### src/rtl/clock_divider_multi.sv
// clock_divider_multi: NUM_CH independent programmable clock-enable dividers.
// Each channel divides clk_in by a shadowed ratio. It produces a low-biased
// square wave (clk_out) and a one-cycle strobe on the last cycle of every
// period (tick).
// A new ratio is only adopted at a period boundary, while the channel is
// disabled or stopped, or on a global sync pulse. Because of this, a period
// is never truncated or stretched by a mid-period ratio change.
module clock_divider_multi #(
  parameter int NUM_CH = 4,
  parameter int WIDTH  = 8
) (
  input  logic                    clk_in,
  input  logic                    rst_n,
  input  logic [NUM_CH-1:0]       en,
  input  logic                    sync,
  input  logic [NUM_CH*WIDTH-1:0] ratio,
  output logic [NUM_CH-1:0]       clk_out,
  output logic [NUM_CH-1:0]       tick,
  output logic [NUM_CH-1:0]       busy
);

  localparam logic [WIDTH-1:0] ONE = WIDTH'(1);

  for (genvar i = 0; i < NUM_CH; i++) begin : g_ch
    logic [WIDTH-1:0] cnt;
    logic [WIDTH-1:0] act_ratio;
    logic [WIDTH-1:0] req_ratio;
    logic [WIDTH-1:0] cnt_nxt;
    logic [WIDTH-1:0] ratio_nxt;
    logic             clk_nxt;
    logic             tick_nxt;
    logic             busy_nxt;

    assign req_ratio = ratio[i*WIDTH +: WIDTH];

    // Next count/ratio, with outputs derived from the next count so they line up with cnt
    always_comb begin
      cnt_nxt   = '0;
      ratio_nxt = act_ratio;
      clk_nxt   = 1'b0;
      tick_nxt  = 1'b0;
      if (!en[i] || sync || (act_ratio == '0)) begin
        cnt_nxt   = '0;
        ratio_nxt = req_ratio;
      end else if (cnt == (act_ratio - ONE)) begin
        cnt_nxt   = '0;
        ratio_nxt = req_ratio;
      end else begin
        cnt_nxt   = cnt + ONE;
        ratio_nxt = act_ratio;
      end
      if (en[i] && !sync && (ratio_nxt != '0)) begin
        clk_nxt  = (cnt_nxt >= (ratio_nxt - (ratio_nxt >> 1)));
        tick_nxt = (cnt_nxt == (ratio_nxt - ONE));
      end
      busy_nxt = (ratio_nxt != req_ratio);
    end

    // Channel state and registered outputs, cleared asynchronously by reset
    always_ff @(posedge clk_in or negedge rst_n) begin
      if (!rst_n) begin
        cnt        <= '0;
        act_ratio  <= '0;
        clk_out[i] <= 1'b0;
        tick[i]    <= 1'b0;
        busy[i]    <= 1'b0;
      end else begin
        cnt        <= cnt_nxt;
        act_ratio  <= ratio_nxt;
        clk_out[i] <= clk_nxt;
        tick[i]    <= tick_nxt;
        busy[i]    <= busy_nxt;
      end
    end
  end

endmodule

### config.mk
export PLATFORM = sky130hd
export DESIGN_NAME = clock_divider_multi
export DESIGN_NICKNAME = d
export VERILOG_FILES = /design/src/rtl/clock_divider_multi.sv
export SDC_FILE = /design/constraint.sdc
export NUM_CORES = 1
export LEC_CHECK = 0
export BUFFER_PORTS_ARGS = -buffer_cell sky130_fd_sc_hd__buf_2
export CAP_MARGIN = 20
export CORE_ASPECT_RATIO = 2
export CORE_UTILIZATION = 63
export CTS_BUF_LIST = sky130_fd_sc_hd__clkbuf_4 sky130_fd_sc_hd__clkbuf_8 sky130_fd_sc_hd__clkbuf_16
export CTS_CLUSTER_SIZE = 30
export DETAILED_ROUTE_END_ITERATION = 8
export PLACE_DENSITY_LB_ADDON = 0.3
export SETUP_SLACK_MARGIN = 0.15
export SLEW_MARGIN = 15
export SYNTH_ARGS = -nofsm -noshare
export SYNTH_HDL_FRONTEND = slang
export SYNTH_SLANG_ARGS = --single-unit
### constraint.sdc
create_clock -name clk_in -period 6.2 [get_ports clk_in]
set_input_delay 1.24 -clock clk_in [delete_from_list [all_inputs] [get_ports clk_in]]
set_output_delay 1.24 -clock clk_in [all_outputs]
set_load 0.1 [all_outputs]
* Yosys cells after proc, flatten, opt, wreduce, memory -nomap -nowiden
Cells that the tools add are included.
** Storage, ports and cells
- Register bits after elaboration :: 76
- Input port bits :: 39
- Output and inout bits :: 12
- Word-level logic and storage cells :: 105
** Operators by class
- Add/sub/neg operators :: 16
- $lt $le $gt $ge :: 4
- Equal/unequal tests :: 12
- Multiplexer cells :: 24
- Reduce and logical (&&, ||, !) cells :: 29
** Operator list (count)
- $mux W8 :: 16
- $eq A8 B8 Y1 :: 8
- $sub A8 B1 Y8 const B :: 8
- $add A8 B1 Y8 const B :: 4
- $ge A8 B8 Y1 :: 4
- $logic_not A8 Y1 :: 4
- $ne A8 B8 Y1 :: 4
- $reduce_bool A8 Y1 :: 4
- $sub A8 B7 Y8 :: 4
- $logic_and A1 B1 Y1 :: 8
- $logic_or A1 B1 Y1 :: 8
- $mux W1 :: 8
- $logic_not A1 Y1 :: 5

* Logic depth before layout (Yosys ltp)
- Depth after elaboration :: 7
- Depth in mapped cells :: 26

* Worst setup path before layout
Ideal clock, no wire load.
- Path type :: register to register
- From :: reg g_ch[1].act_ratio[2]
- To :: reg clk_out[1]
- Setup time :: 0.119 ns
- Arrival :: 4.738 ns
- Data required time :: 6.081 ns
- Slack :: 1.343 ns
- Cell stages (with the launch flop) :: 24
- Path through :: dfrtp_1 buf_2 or3_1 clkbuf_1 xnor2_1 nor4_1 nand3_1 o31ai_1 clkbuf_1 buf_1 nor2_1 a21oi_1 inv_1 ha_1 fa_1 ha_1 a21o_1 a21o_1 a21o_1 a21o_1 a21o_1 a21o_1 a21oi_1 nor2b_1
** On the way
- Longest elaborated chain between the ends :: 7
- Elaborated cells on any way between the ends :: 13
** Ends and longest elaborated chain
- from (decl) :: RTL line 26 : logic [WIDTH-1:0] act_ratio;
- from (signal assigned) :: RTL line 69 : act_ratio <= ratio_nxt;
- $sub A8 B1 Y8 :: RTL line 45 : end else if (cnt == (act_ratio - ONE)) begin
- $eq A8 B8 Y1 :: RTL line 45
- $mux W8 :: RTL line 45
- $mux W8 (*) :: RTL line 42 : if (!en[i] || sync || (act_ratio == '0)) begin
- named net g_ch[1].ratio_nxt[1] :: RTL line 29 : logic [WIDTH-1:0] ratio_nxt;
- $sub A8 B7 Y8 / $reduce_bool A8 Y1 (equally long branches) :: RTL line 53, 52
- $ge A8 B8 Y1 / $logic_and A1 B1 Y1 (equally long branches) :: RTL line 53, 52
- $mux W1 (*) :: RTL line 52 : if (en[i] && !sync && (ratio_nxt != '0)) begin
- named net g_ch[1].clk_nxt :: RTL line 30 : logic clk_nxt;
- to (signal, indexed assignment) :: RTL line 70 : clk_out[i] <= clk_nxt;
- to (decl) :: RTL line 17 : output logic [NUM_CH-1:0] clk_out,
The timed path passes the listed nets; every way through them passes the cells marked *.

* Worst setup path after layout
- From :: reg g_ch[2].act_ratio[0]
- To :: reg clk_out[2]
** On the way
- Longest elaborated chain between the ends :: 7
- Elaborated cells on any way between the ends :: 13
** Ends and longest elaborated chain (RTL line)
- from (decl) :: 26
- from (signal assigned) :: 69
- $sub A8 B1 Y8 :: 45
- $eq A8 B8 Y1 :: 45
- $mux W8 :: 45
- $mux W8 :: 42
- $sub A8 B7 Y8 / $reduce_bool A8 Y1 (equally long branches) :: 53, 52
- $ge A8 B8 Y1 / $logic_and A1 B1 Y1 (equally long branches) :: 53, 52
- $mux W1 (*) :: 52
- named net g_ch[2].clk_nxt :: 30
Marks and branches as above.

==> run summary <==
status - finished clean
clk slew on worst S/H paths - 70 ps
pin count of the biggest net entering global routing - 77
share of the synthesized area in the top cell type - 23.6%
final worst path period need - 5190 ps
drt via density - 6.08
clock sink count - 76
Design Area, Final - 8720 um2
cell row count - 58
worst min-delay path category - reg -> reg
Rel. slew slack - 33.2%
PnR worst setup slack - 1010 ps
Req. time, crit path - 6430 ps
# diodes - 0
Core Area - 12600 um2
initial antenna violation count - 0
critical path capture point type - register
ys flop type - dfrtp_1
gr usage total - 31.2%
Max-Cap Viols - 0
DR iter-0 viols - 330
share of cells above drive strength 1 - 10.9%
Routed WL - 19.9 mm
Final Skew - 8.24 ps
synthesized instance count - 941
Final Cycle Share - 83.8%
I/O Buffers - 50
clk_lat worst skew - 340 ps
Mean Syn Cell Area - 8.58 um2
Cell variety after synth - 78
CTS Hold Buffers Added - 0
ANT nets after route - 0
Logic pwr share - 34.2%
post-synth top area cell - dfrtp_1
Placed Area - 8390 um2
RSZ-0062 raised after global routing - no
root buf cell - clkbuf_16
drt wl/cell - 17.7 um
postcts setup bufs - 0
worst-path fanout max - 10
commonest non-fill, non-tap cell in the layout - ha_1
TritonCTS Buffers - 9
Synthesized Nets - 1081
setup_tns - 0 ps
WS Path Type - reg -> reg
Peak VDD IR - 0.159 mV
Longest Clk Path Bufs - 2
CTS tree - yes
switch share - 34.8%
most frequent cells in the layout - ha_1 (97), xor2_1 (82), nor2_1 (78), dfrtp_1 (76), inv_1 (74)
H-tree levels - 3
Critical Path Start Type - register
Leakage - 0.00437 uW
yosys synthesis warning count - 0
Die Wd - 82.1 um
hpwl dp - 15.6 mm
Post-synth ARST share - 100%
Max Freq - 193 MHz
Routability Congestion - 1.04
clock network power share - 33.5%
P&R area growth vs syn - 7.99%
EDFF count, synth - 0
#FFs+latches synth - 76
Initial Util - 64.3%
pre-CTS setup slack - 1060 ps
I/O pin count - 51
final setup violation count - 0
die height - 162 um
Area contributors post-synth - dfrtp_1 (24%), ha_1 (15%), xor2_1 (8.9%)
part of the power in registers - 32.3%
R2R Setup Slk - 1010 ps
total die area - 13300 um2
Pwr Total - 1760 uW
internal power - 1150 uW
Residual DRC - 0
Net count, final - 1107
sequential-to-total area share from yosys stat - 23.6%
post-CTS sizing - 0
via count - 6821
Switch Pwr - 613 uW
Arrival @ worst endpoint - 5420 ps
worst-margin pin slew - 1000 ps
PD cells - 202 nW/um2
global-route wire length before repair - 31.7 mm
DR pass1 iterations - 5
Final Max Tran Viols - 0
vias in the first global route - 6753
final hold slack - 631 ps
Overflow after GRT - 0
Hold Vio Cnt, Final - 0
mapped cell area - 8080 um2
==> power groups by stage <==
stage                     sequential, uW  combinational [uW]  clock, uW
after floorplan                      555                 473          0
after global placement               577                 584          0
after detailed placement             578                 599          0
after CTS                            569                 604        596
after global routing                 574                 676        616
final                                570                 603        590
==> cell families (layout without fill, tap and decap cells) <==
family | after synthesis | count (layout) | synth area share, %
AO/OA/AOI/OAI | 185 | 185 | 16.1
XOR/XNOR | 155 | 155 | 16.8
adder cells (fa/ha/maj) | 101 | 101 | 16.0
buffers and inverters | 117 | 148 | 5.90
flip-flops | 76 | 76 | 23.6
multiplexers | 31 | 31 | 4.04
AND/OR/NAND/NOR | 276 | 276 | 17.6
==> flip-flops by register name, indices dropped and copies added (netlist names) <==
register and count:
busy 4, clk_out 4, g_ch.act_ratio 32, g_ch.cnt 32, tick 4
==> per-layer routing <==
layer	wire length, um	global-route usage [%]
met1	7370	32.4
met2	10600	56.1
met3	807	5.28
met4	1110	18.1
met5	0	0
==> worst max-delay path: stages (launching register included) <==
cell       delay, ps
dfrtp_1          630
inv_1            170
ha_1             330
xor2_1           170
o211ai_1         150
a2111oi_4        420
a21bo_1          300
mux2i_1          520
ha_1             240
inv_1             60
a21o_1           150
a21oi_1          210
nor2_1           100
a2111oi_0        560
o21ai_0          210
ha_1             300
a21o_1           170
a21o_1           180
a21oi_1          140
nor2_1            50
==> final cells by class <==
type,instances,area [um2]
fillers,1015,3830
flip-flops and latches,76,1900
clock buffers,11,246
inverters,74,278
clock inverters,5,83.8
repair buffers,58,313
well taps,150,188
multi-input cells,748,5710
==> Yosys cell counts (4+ instances only) <==
master,n
a211oi_1,5
or2_2,5
nor3_1,20
and2_1,4
dfrtp_1,76
nor2_1,78
o21ai_0,30
a21oi_1,46
nand3_1,23
a211o_1,8
nand3b_1,7
ha_1,97
mux2_2,13
a21boi_0,5
buf_1,4
nand4_1,4
mux2i_1,18
inv_1,74
nand2_1,56
a31oi_1,6
nand2b_1,16
buf_2,9
nor2b_1,9
nor3b_1,4
clkbuf_1,25
or3_1,7
a21o_1,36
o31ai_1,5
nor4_1,14
xnor2_1,73
and3_1,9
xor2_1,82
o211ai_1,4
fa_1,4
==> final timing paths <==
path,endpoint,cells after the start,startpoint
worst min register to register,g_ch[2].cnt[0]$_DFF_PN0_,2,g_ch[2].cnt[0]$_DFF_PN0_
worst max register to register,clk_out[2]$_DFF_PN0_,19,g_ch[2].act_ratio[0]$_DFF_PN0_
min in group asynchronous,tick[0]$_DFF_PN0_,1,rst_n
worst min-delay path,g_ch[2].cnt[0]$_DFF_PN0_,2,g_ch[2].cnt[0]$_DFF_PN0_
max in group asynchronous,g_ch[2].cnt[6]$_DFF_PN0_,1,rst_n
worst max-delay path,clk_out[2]$_DFF_PN0_,19,g_ch[2].act_ratio[0]$_DFF_PN0_
==> stage by stage <==
stage	std cells	util (%)
final	1122	69.5
after global routing	1122	69.5
after CTS	1122	69.5
after detailed placement	1106	66.8
after global placement	1106	66.8
after floorplan	941	-
Note: power is estimated with default switching activity, not from simulation.
